## src/rtl/fancy_pkg.sv

```systemverilog
`default_nettype none
// ============================================================================
// Package     : fancy_pkg
// Description : Shared encodings for the PWM duty scheduler. This package
//               holds the scan FSM states and the offsets of the control
//               word and duty words in the parameter table.
// Revision    : 1.0  initial release
// ============================================================================
package fancy_pkg;

  // Scan FSM states
  typedef enum logic [1:0] {
    S_IDLE  = 2'd0,
    S_ISSUE = 2'd1,
    S_WAIT  = 2'd2,
    S_READY = 2'd3
  } sched_state_t;

  // Layout of one table, relative to BASE_ADDR.
  // Scan index 0 is the control word. Scan index 1..NUM_CH are the duty words.
  localparam int CTRL_OFS = 0;
  localparam int DUTY_OFS = 1;

  // Width of the RAM read port
  localparam int RDATA_W = 32;

  function automatic int max_int(input int a, input int b);
    return (a > b) ? a : b;
  endfunction

endpackage
`default_nettype wire

```

## src/rtl/pwm_duty_bank.sv

```systemverilog
`default_nettype none
// ============================================================================
// Module      : pwm_duty_bank
// Description : Holds a shadow copy and an active copy of the per-channel
//               enables and duties. A scan fills the shadow copy one word at
//               a time. A commit copies the whole shadow copy to the active
//               copy in one cycle, and duties of disabled channels are forced
//               to zero as they are copied.
// Revision    : 1.0  initial release
// ============================================================================
module pwm_duty_bank
  import fancy_pkg::*;
#(
  parameter int NUM_CH = 8,
  parameter int DUTY_W = 16,
  parameter int IDX_W  = 4
) (
  input  logic                     clk,
  input  logic                     rst_n,
  input  logic                     capture,
  input  logic [IDX_W-1:0]         capture_idx,
  input  logic [RDATA_W-1:0]       capture_data,
  input  logic                     commit,
  output logic [NUM_CH*DUTY_W-1:0] duty_flat,
  output logic [NUM_CH-1:0]        ch_enable
);

  // Highest data bit that any table word actually uses
  localparam int USED_W = max_int(NUM_CH, DUTY_W);

  logic [NUM_CH-1:0]             shadow_en;
  logic [NUM_CH-1:0][DUTY_W-1:0] shadow_duty;
  logic [NUM_CH-1:0][DUTY_W-1:0] active_duty;

  // The upper RAM bits carry no table information. They are ignored on purpose.
  generate
    if (USED_W < RDATA_W) begin : g_unused_hi
      logic unused_hi;
      assign unused_hi = ^capture_data[RDATA_W-1:USED_W];
    end
  endgenerate

  // Fill the shadow copy one table word at a time as the scan delivers it
  always_ff @(posedge clk or negedge rst_n) begin
    if (!rst_n) begin
      shadow_en   <= '0;
      shadow_duty <= '0;
    end else if (capture) begin
      if (capture_idx == IDX_W'(CTRL_OFS)) begin
        shadow_en <= capture_data[NUM_CH-1:0];
      end
      for (int i = 0; i < NUM_CH; i++) begin
        if (capture_idx == IDX_W'(DUTY_OFS + i)) begin
          shadow_duty[i] <= capture_data[DUTY_W-1:0];
        end
      end
    end
  end

  // Copy the full shadow set to the active outputs at once, with disabled channels masked to zero
  always_ff @(posedge clk or negedge rst_n) begin
    if (!rst_n) begin
      ch_enable   <= '0;
      active_duty <= '0;
    end else if (commit) begin
      ch_enable <= shadow_en;
      for (int i = 0; i < NUM_CH; i++) begin
        active_duty[i] <= shadow_en[i] ? shadow_duty[i] : '0;
      end
    end
  end

  assign duty_flat = active_duty;

endmodule
`default_nettype wire

```

## src/rtl/pwm_duty_scheduler.sv

```systemverilog
`default_nettype none
// ============================================================================
// Module      : pwm_duty_scheduler
// Description : Scans the PWM parameter table through a read-only RAM port.
//               The table holds one control word and NUM_CH duty words. The
//               scan loads the words into shadow registers. The shadow data
//               is committed to the PWM outputs only on a period boundary, so
//               a PWM period never sees a half-updated table.
// Revision    : 1.0  initial release
// ============================================================================
module pwm_duty_scheduler
  import fancy_pkg::*;
#(
  parameter int NUM_CH     = 8,
  parameter int DUTY_W     = 16,
  parameter int ADDR_W     = 6,
  parameter int BASE_ADDR  = 0,
  parameter int RD_LATENCY = 1
) (
  input  logic                     CLOCK_50,
  input  logic                     reset_n,
  input  logic                     tick,
  input  logic                     period_start,
  output logic [ADDR_W-1:0]        ram_address,
  input  logic [RDATA_W-1:0]       ram_rdata,
  output logic [NUM_CH*DUTY_W-1:0] duty_flat,
  output logic [NUM_CH-1:0]        ch_enable,
  output logic                     update_pulse,
  output logic                     busy,
  output logic                     overrun
);

  localparam int                IDX_W    = $clog2(NUM_CH + 1);
  localparam logic [IDX_W-1:0]  LAST_IDX = IDX_W'(DUTY_OFS + NUM_CH - 1);
  localparam logic [ADDR_W-1:0] BASE     = ADDR_W'(BASE_ADDR);
  localparam logic [1:0]        LAT      = 2'(RD_LATENCY);

  // Reject parameter sets that the table layout or the wait counter cannot support
  generate
    if (NUM_CH < 1 || NUM_CH > 31) begin : g_bad_num_ch
      $error("pwm_duty_scheduler: NUM_CH must be in 1..31");
    end
    if (BASE_ADDR + NUM_CH > (2 ** ADDR_W) - 1) begin : g_bad_addr
      $error("pwm_duty_scheduler: parameter table does not fit in the RAM address space");
    end
    if (RD_LATENCY != 1 && RD_LATENCY != 2) begin : g_bad_lat
      $error("pwm_duty_scheduler: RD_LATENCY must be 1 or 2");
    end
  endgenerate

  sched_state_t     state;
  logic [IDX_W-1:0] idx;
  logic [IDX_W-1:0] idx_next;
  logic [1:0]       wait_cnt;
  logic             capture;
  logic             commit;

  assign idx_next = idx + IDX_W'(1);

  // Read data is valid on the last WAIT tick.
  // The RAM address has been stable since this word entered ISSUE.
  assign capture = tick && (state == S_WAIT) && (wait_cnt == 2'd1);
  assign commit  = tick && (state == S_READY) && period_start;

  // Scan sequencer.
  // The address is loaded when the FSM enters ISSUE, so the ISSUE tick already counts toward the read latency.
  always_ff @(posedge CLOCK_50 or negedge reset_n) begin
    if (!reset_n) begin
      state        <= S_IDLE;
      idx          <= '0;
      wait_cnt     <= '0;
      ram_address  <= BASE;
      busy         <= 1'b0;
      overrun      <= 1'b0;
      update_pulse <= 1'b0;
    end else begin
      update_pulse <= 1'b0;
      if (tick) begin
        case (state)
          S_IDLE: begin
            if (period_start) begin
              state       <= S_ISSUE;
              idx         <= '0;
              ram_address <= BASE;
              busy        <= 1'b1;
            end
          end
          S_ISSUE: begin
            if (period_start) begin
              overrun <= 1'b1;
            end
            wait_cnt <= LAT;
            state    <= S_WAIT;
          end
          S_WAIT: begin
            if (period_start) begin
              overrun <= 1'b1;
            end
            if (wait_cnt == 2'd1) begin
              if (idx == LAST_IDX) begin
                state <= S_READY;
                busy  <= 1'b0;
              end else begin
                idx         <= idx_next;
                ram_address <= BASE + ADDR_W'(idx_next);
                state       <= S_ISSUE;
              end
            end else begin
              wait_cnt <= wait_cnt - 2'd1;
            end
          end
          S_READY: begin
            if (period_start) begin
              update_pulse <= 1'b1;
              state        <= S_ISSUE;
              idx          <= '0;
              ram_address  <= BASE;
              busy         <= 1'b1;
            end
          end
          default: begin
            state <= S_IDLE;
            busy  <= 1'b0;
          end
        endcase
      end
    end
  end

  pwm_duty_bank #(
    .NUM_CH (NUM_CH),
    .DUTY_W (DUTY_W),
    .IDX_W  (IDX_W)
  ) u_bank (
    .clk          (CLOCK_50),
    .rst_n        (reset_n),
    .capture      (capture),
    .capture_idx  (idx),
    .capture_data (ram_rdata),
    .commit       (commit),
    .duty_flat    (duty_flat),
    .ch_enable    (ch_enable)
  );

endmodule
`default_nettype wire

```

## config.mk

```make
export PLATFORM = sky130hd
export DESIGN_NAME = pwm_duty_scheduler
export DESIGN_NICKNAME = d
export VERILOG_FILES = /design/src/rtl/fancy_pkg.sv /design/src/rtl/pwm_duty_bank.sv /design/src/rtl/pwm_duty_scheduler.sv
export SDC_FILE = /design/constraint.sdc
export NUM_CORES = 1
export LEC_CHECK = 0
export ABC_AREA = 1
export CAP_MARGIN = 20
export CORE_UTILIZATION = 49
export DETAILED_ROUTE_END_ITERATION = 6
export PLACE_DENSITY = 0.81
export SLEW_MARGIN = 15
export SYNTH_ARGS = -nofsm -noshare
export SYNTH_HDL_FRONTEND = slang
export SYNTH_HIERARCHICAL = 1
export SYNTH_SLANG_ARGS = --single-unit
```

## constraint.sdc

```tcl
create_clock -name CLOCK_50 -period 1.8 [get_ports CLOCK_50]
set_input_delay 0.36 -clock CLOCK_50 [delete_from_list [all_inputs] [get_ports CLOCK_50]]
set_output_delay 0.36 -clock CLOCK_50 [all_outputs]
set_load 0.02 [all_outputs]
```

# Word-level counts from Yosys, hierarchy flattened

Cells that the tools add are included.

Memory bits (read-only): 0
Input port bits: 36
Bits in writable memories: 0
Latch bits: 0
Word-level logic and storage cells: 97
Memories: 0
Output and inout port bits: 145
Register bits after elaboration: 289

Multipliers: 0
Order comparisons: 0
Mux-type cells: 29
Bitwise gates (word level): 0
Divide/modulo/power cells: 0
Equality and inequality tests: 17
Shifts and indexed selects: 0
$add $sub $neg: 2
Reductions and logical operators: 24

Operators with widths:

| kind                                                                    | number |
|---|---|
| 16-bit 2-to-1 mux                                                       | 8 |
| 6-bit 2-to-1 mux                                                        | 3 |
| 2-bit AND reduction                                                     | 9 |
| 4-bit by 3-bit == test with 1-bit output, second input constant         | 4 |
| 4-bit 2-to-1 mux                                                        | 3 |
| 6-bit one-hot mux with 2 select lines                                   | 1 |
| 5-bit AND reduction                                                     | 2 |
| 3-bit AND reduction                                                     | 3 |
| 4-bit by 2-bit == test with 1-bit output, second input constant         | 2 |
| 2-bit 2-to-1 mux                                                        | 4 |
| 4-bit one-hot mux with 2 select lines                                   | 1 |
| 1-bit 2-to-1 mux                                                        | 6 |
| 2-bit by 1-bit inequality test with 1-bit output, second input constant | 3 |
| 2-bit one-hot mux with 3 select lines                                   | 1 |
| 4-bit by 1-bit adder with 4-bit output, second input constant           | 1 |
| 2-bit by 1-bit == test with 1-bit output, second input constant         | 2 |
| 2-bit == test, second input constant                                    | 2 |
| 4-bit by 1-bit == test with 1-bit output, second input constant         | 1 |
| 4-bit == test, second input constant                                    | 1 |
| 1-bit logical AND                                                       | 4 |
| 4-bit zero test                                                         | 1 |
| 2-bit inequality test, second input constant                            | 2 |
| 2-bit one-hot mux with 2 select lines                                   | 1 |
| 2-bit nonzero test                                                      | 2 |
| other kinds (4)                                                         | 5 |

# Longest topological paths before layout

Depth in word-level cells: 4
Mapped depth: 11
Mapped depth without buffers: 9

# Cells and area by module

The synthesis kept the hierarchy.

Modules (own cells, without submodules):

| module             | area each (sq um) | cells an instance | sequential area each (sq um) | instances |
|---|---|---|---|---|
| pwm_duty_bank      | 11078.1           | 1197              | 6806.5                       | 1 |
| pwm_duty_scheduler | 693.2             | 88                | 275.3                        | 1 |

# Worst setup path after synthesis

OpenSTA, ideal clock, no wires.

Path type: register to register
Start: reg state[0]
End: reg u_bank/shadow_duty[117] (netlist name)
Period minus slack after synthesis: 1867 ps
Path slack: -67 ps
Path buffers: 2
Data arrival time: 1750 ps
Cell stages (with the launch flop): 12
Required time: 1683 ps
Setup time: 117 ps
Cell sequence: dfrtp_1 > inv_1 > ha_1 > nand2_1 > nor2_1 > buf_4 > inv_2 > nor2_4 > nand3_2 > buf_2 > nand2_1 > nand2_1

Cells in the longest elaborated chain, start to end: 4

Ends and longest elaborated chain:

| element                        | RTL line                 | RTL |
|---|---|---|
| start, declared                | pwm_duty_scheduler.sv:51 | `sched_state_t state;` |
| start signal, assigned         | pwm_duty_scheduler.sv:69 | `state <= S_IDLE;` |
| start signal, assigned         | pwm_duty_scheduler.sv:82 | `state <= S_ISSUE;` |
| start signal, assigned         | pwm_duty_scheduler.sv:93 | `state <= S_WAIT;` |
| 2-bit == test                  | pwm_duty_scheduler.sv:62 | `assign capture = tick && (state == S_WAIT) && (wait_cnt == 2'd1);` |
| 1-bit logical AND (2 in a row) | pwm_duty_scheduler.sv:62 |  |
| named net capture              | pwm_duty_scheduler.sv:55 | `logic capture;` |
| 2-bit AND reduction (no line)  | n/a                      |  |
| end signal, assigned by index  | pwm_duty_bank.sv:54      | `shadow_duty[i] <= capture_data[DUTY_W-1:0];` |
| end, declared                  | pwm_duty_bank.sv:32      | `logic [NUM_CH-1:0][DUTY_W-1:0] shadow_duty;` |

The timed path passes the listed nets, and every way through them passes these cells.
A chain may end at the register's enable or synchronous reset.

# Worst setup path after layout

Start: reg state[0]
End: reg u_bank/shadow_duty[120] (netlist name)

The elaborated chain is that of the path after synthesis.

==> metrics.yaml <==
path_clk_slew_ps: 60
gr-total-overflow: 0
p_per_area_nw_per_um2: 1600
rows: 56
first_global_vias: 9200
ant_nets: 0
timing.hold.ws_ps: 301
io_pins: 181
grtUsageTotal_pct: 25.3
final_cells: 1813
netlist_area_sq_um: 11800
min_path_type: "in -> async"
start_util_pct: 50.0
outcome: "completed"
dieWidth_microns: 157
htreeDepth: 1
pwr-share-seq_pct: 41.6
ys_seq_area_share_pct: 60.2
syn_avg_cell_area_sq_um: 9.16
fin_area_sq_um: 15200
min_period_ps: 1740
cts-root-buf: "clkbuf_16"
hpwlAfterDp_microns: 19500
setup_tns_ps: 0
drc: 0
max-clock-path-buffers: 3
die_y_microns: 157
synth_cell_type_count: 28
switching_share_pct: 36.8
p_int_w: 0.0154
p_leak_nw: 8.00
endpoint_kind: "flop"
p_clk_share_pct: 26.2
finalHoldViolCount: 0
finClkSkew_ps: 10.2
rr_worst_depth: 11
relSlewSlack_pct: 53.2
finalMaxSlewViolations: 0
drive_gt1_share_pct: 11.7
wl_per_cell_microns: 16.7
fin_nets: 1515
gp_congestion: 0.835
grt_max_degree: 68
antenna_found_initial: 0
power.switching_w: 0.00897
syn_to_final_growth_pct: 29.2
cp-start-kind: "flop"
synth_cells: 1285
pwr-share-comb_pct: 32.1
wirelength_microns: 30300
multi_input_comb_area_sq_um: 3700
drt_iter0_markers: 688
numPortBuffers: 162
r2r-start: "state[0]"
synth_seq_cells: 283
maxCapViolCount: 0
cts_made_buffers: 29
viasPerCell: 5.20
die-area_sq_um: 24600
setup_viol_count_final: 0
r2r_end: "u_bank/shadow_duty[120]"
tightest_slew_ps: 701
clk_latency_ps: 530
final_util_pct: 64.6
diodes: 0
grt_pass1_wl_microns: 48200
place_area_sq_um: 14200
dp_cells: 1753
core_sq_um: 23500
ys_warn_count: 6
worstPathMaxFanout: 8
seqCellArea_sq_um: 7080
cts_sinks: 283
crit_required_ps: 2210
dr.pass1.iters: 5
arrival_ps: 2150
fin_crit_sh_pct: 96.7
max_freq_ghz: 0.574
cts_tree: "done"
irDropWorstVdd_mv: 0.972
path_class: "reg -> reg"
r2r_setup_slack_ps: 60
fillers: 1927
vias: 9423
==> cell families (layout without fill, tap and decap cells) <==
group	after synthesis	count (layout)	share of synthesized area, %
simple gates	571	574	22.2
flops	283	283	60.2
buf+inv	263	468	9.15
compound gates	153	153	7.08
mux	7	7	0.670
fa+ha+maj	6	6	0.638
other cells	1	2	0.0319
xor+xnor	1	1	0.0744
==> power groups by stage <==
stage	clock [W]	sequential (W)	combinational [W]
floorplan	0	0.0113	0.00330
global placement	0	0.0102	0.00838
detailed placement	0	0.0102	0.00862
CTS	0.00649	0.0101	0.00773
global route	0.00677	0.0104	0.00858
finish	0.00638	0.0101	0.00783
==> cell usage after synthesis, drive strengths merged <==
master	count	share of area, %
nand2	348	11
dfrtp	283	60
inv	168	5.4
nand3	145	6.4
o21ai	118	5.0
nand4	58	3.1
buf	51	2.4
clkbuf	44	1.4
nor2	20	1.5
o21bai	17	1.1
o22ai	16	0.85
mux2	7	0.67
ha	6	0.64
conb	1	0.032
o211ai	1	0.064
o31ai	1	0.064
xnor2	1	0.074
==> per-layer routing <==
layer,GRT usage [%],part of all wire [%]
met4,8.73,2.8
met3,5.26,8.2
met5,0,0
met2,39.7,47
met1,34.9,42
==> worst max-delay path by stage <==
stage,end,start,slack [ps]
5_1_grt,u_bank/shadow_duty[120],state[0],-40
2_1_floorplan,u_bank/shadow_duty[117],state[0],20
4_1_cts,ram_address[3],ram_address[3],50
6_report,u_bank/shadow_duty[120],state[0],60
3_3_place_gp,u_bank/shadow_duty[115],tick,-100
3_5_place_dp,u_bank/shadow_duty[127],tick,-150
==> what timing repair did <==
item                                    4_1_cts  5_1_grt
pin swaps                                     0        8
hold buffers                                  1        0
hold endpoints to repair                     35        0
buffers inserted                              0        3
endpoints found under the setup margin      143       81
gates cloned                                  0        4
resized for setup                           143       12
==> cells in the final DEF, fill, tap and decap left out, types with 2 or more instances in the layout <==
cell type,netlist,layout
buf_12,0,19
buf_4,8,62
buf_6,2,3
bufinv_16,0,6
clkbuf_1,44,6
clkbuf_16,0,30
clkbuf_8,0,4
clkdlybuf4s50_1,0,18
clkinv_2,0,4
clkinvlp_4,0,2
conb_1,1,2
dfrtp_1,283,283
dlygate4sd2_1,0,143
ha_1,6,4
ha_4,0,2
inv_1,159,157
inv_2,9,11
mux2_1,7,7
nand2_1,344,341
nand2_2,4,7
nand3_1,140,140
nand3_2,5,4
nand4_1,57,57
nor2_1,8,6
nor2_2,3,3
nor2_4,6,11
nor2_8,3,3
o21ai_0,12,12
o21ai_1,106,106
o21bai_1,17,17
o22ai_1,16,16
==> per-stage QoR <==
step,worst slack (ps),power (W)
global placement,-104,0.0185
global route,-38.8,0.0258
floorplan,17.8,0.0146
CTS,45.6,0.0243
detailed placement,-154,0.0189
finish,58.6,0.0243
==> registers in the layout (all words and copies together), names as in the netlist <==
| name | count |
|---|---|
| u_bank/duty_flat | 128 |
| u_bank/shadow_duty | 128 |
| u_bank/ch_enable | 8 |
| u_bank/shadow_en | 8 |
| ram_address | 4 |
| state | 2 |
| wait_cnt | 2 |
| busy | 1 |
| overrun | 1 |
| update_pulse | 1 |
==> critical path, stage by stage, from the launching register on <==
cell       delay (ps)
dfrtp_1           390
inv_2              90
ha_4              140
nand2_2            60
nor2_4            200
buf_6             160
inv_2              50
nor2_4            130
nand3_4           110
clkbuf_16         180
nand2_1            60
nand2_1            50
==> area by class of cell <==
class / instances / area share, %
Multi-Input combinational cell: 743 / 24.4
Timing Repair Buffer: 248 / 15.5
Clock inverter: 13 / 1.47
Tap cell: 319 / 2.62
Inverter: 168 / 4.15
Sequential cell: 283 / 46.6
Clock buffer: 39 / 5.28
No activity file was read; power rests on OpenSTA's default activity.
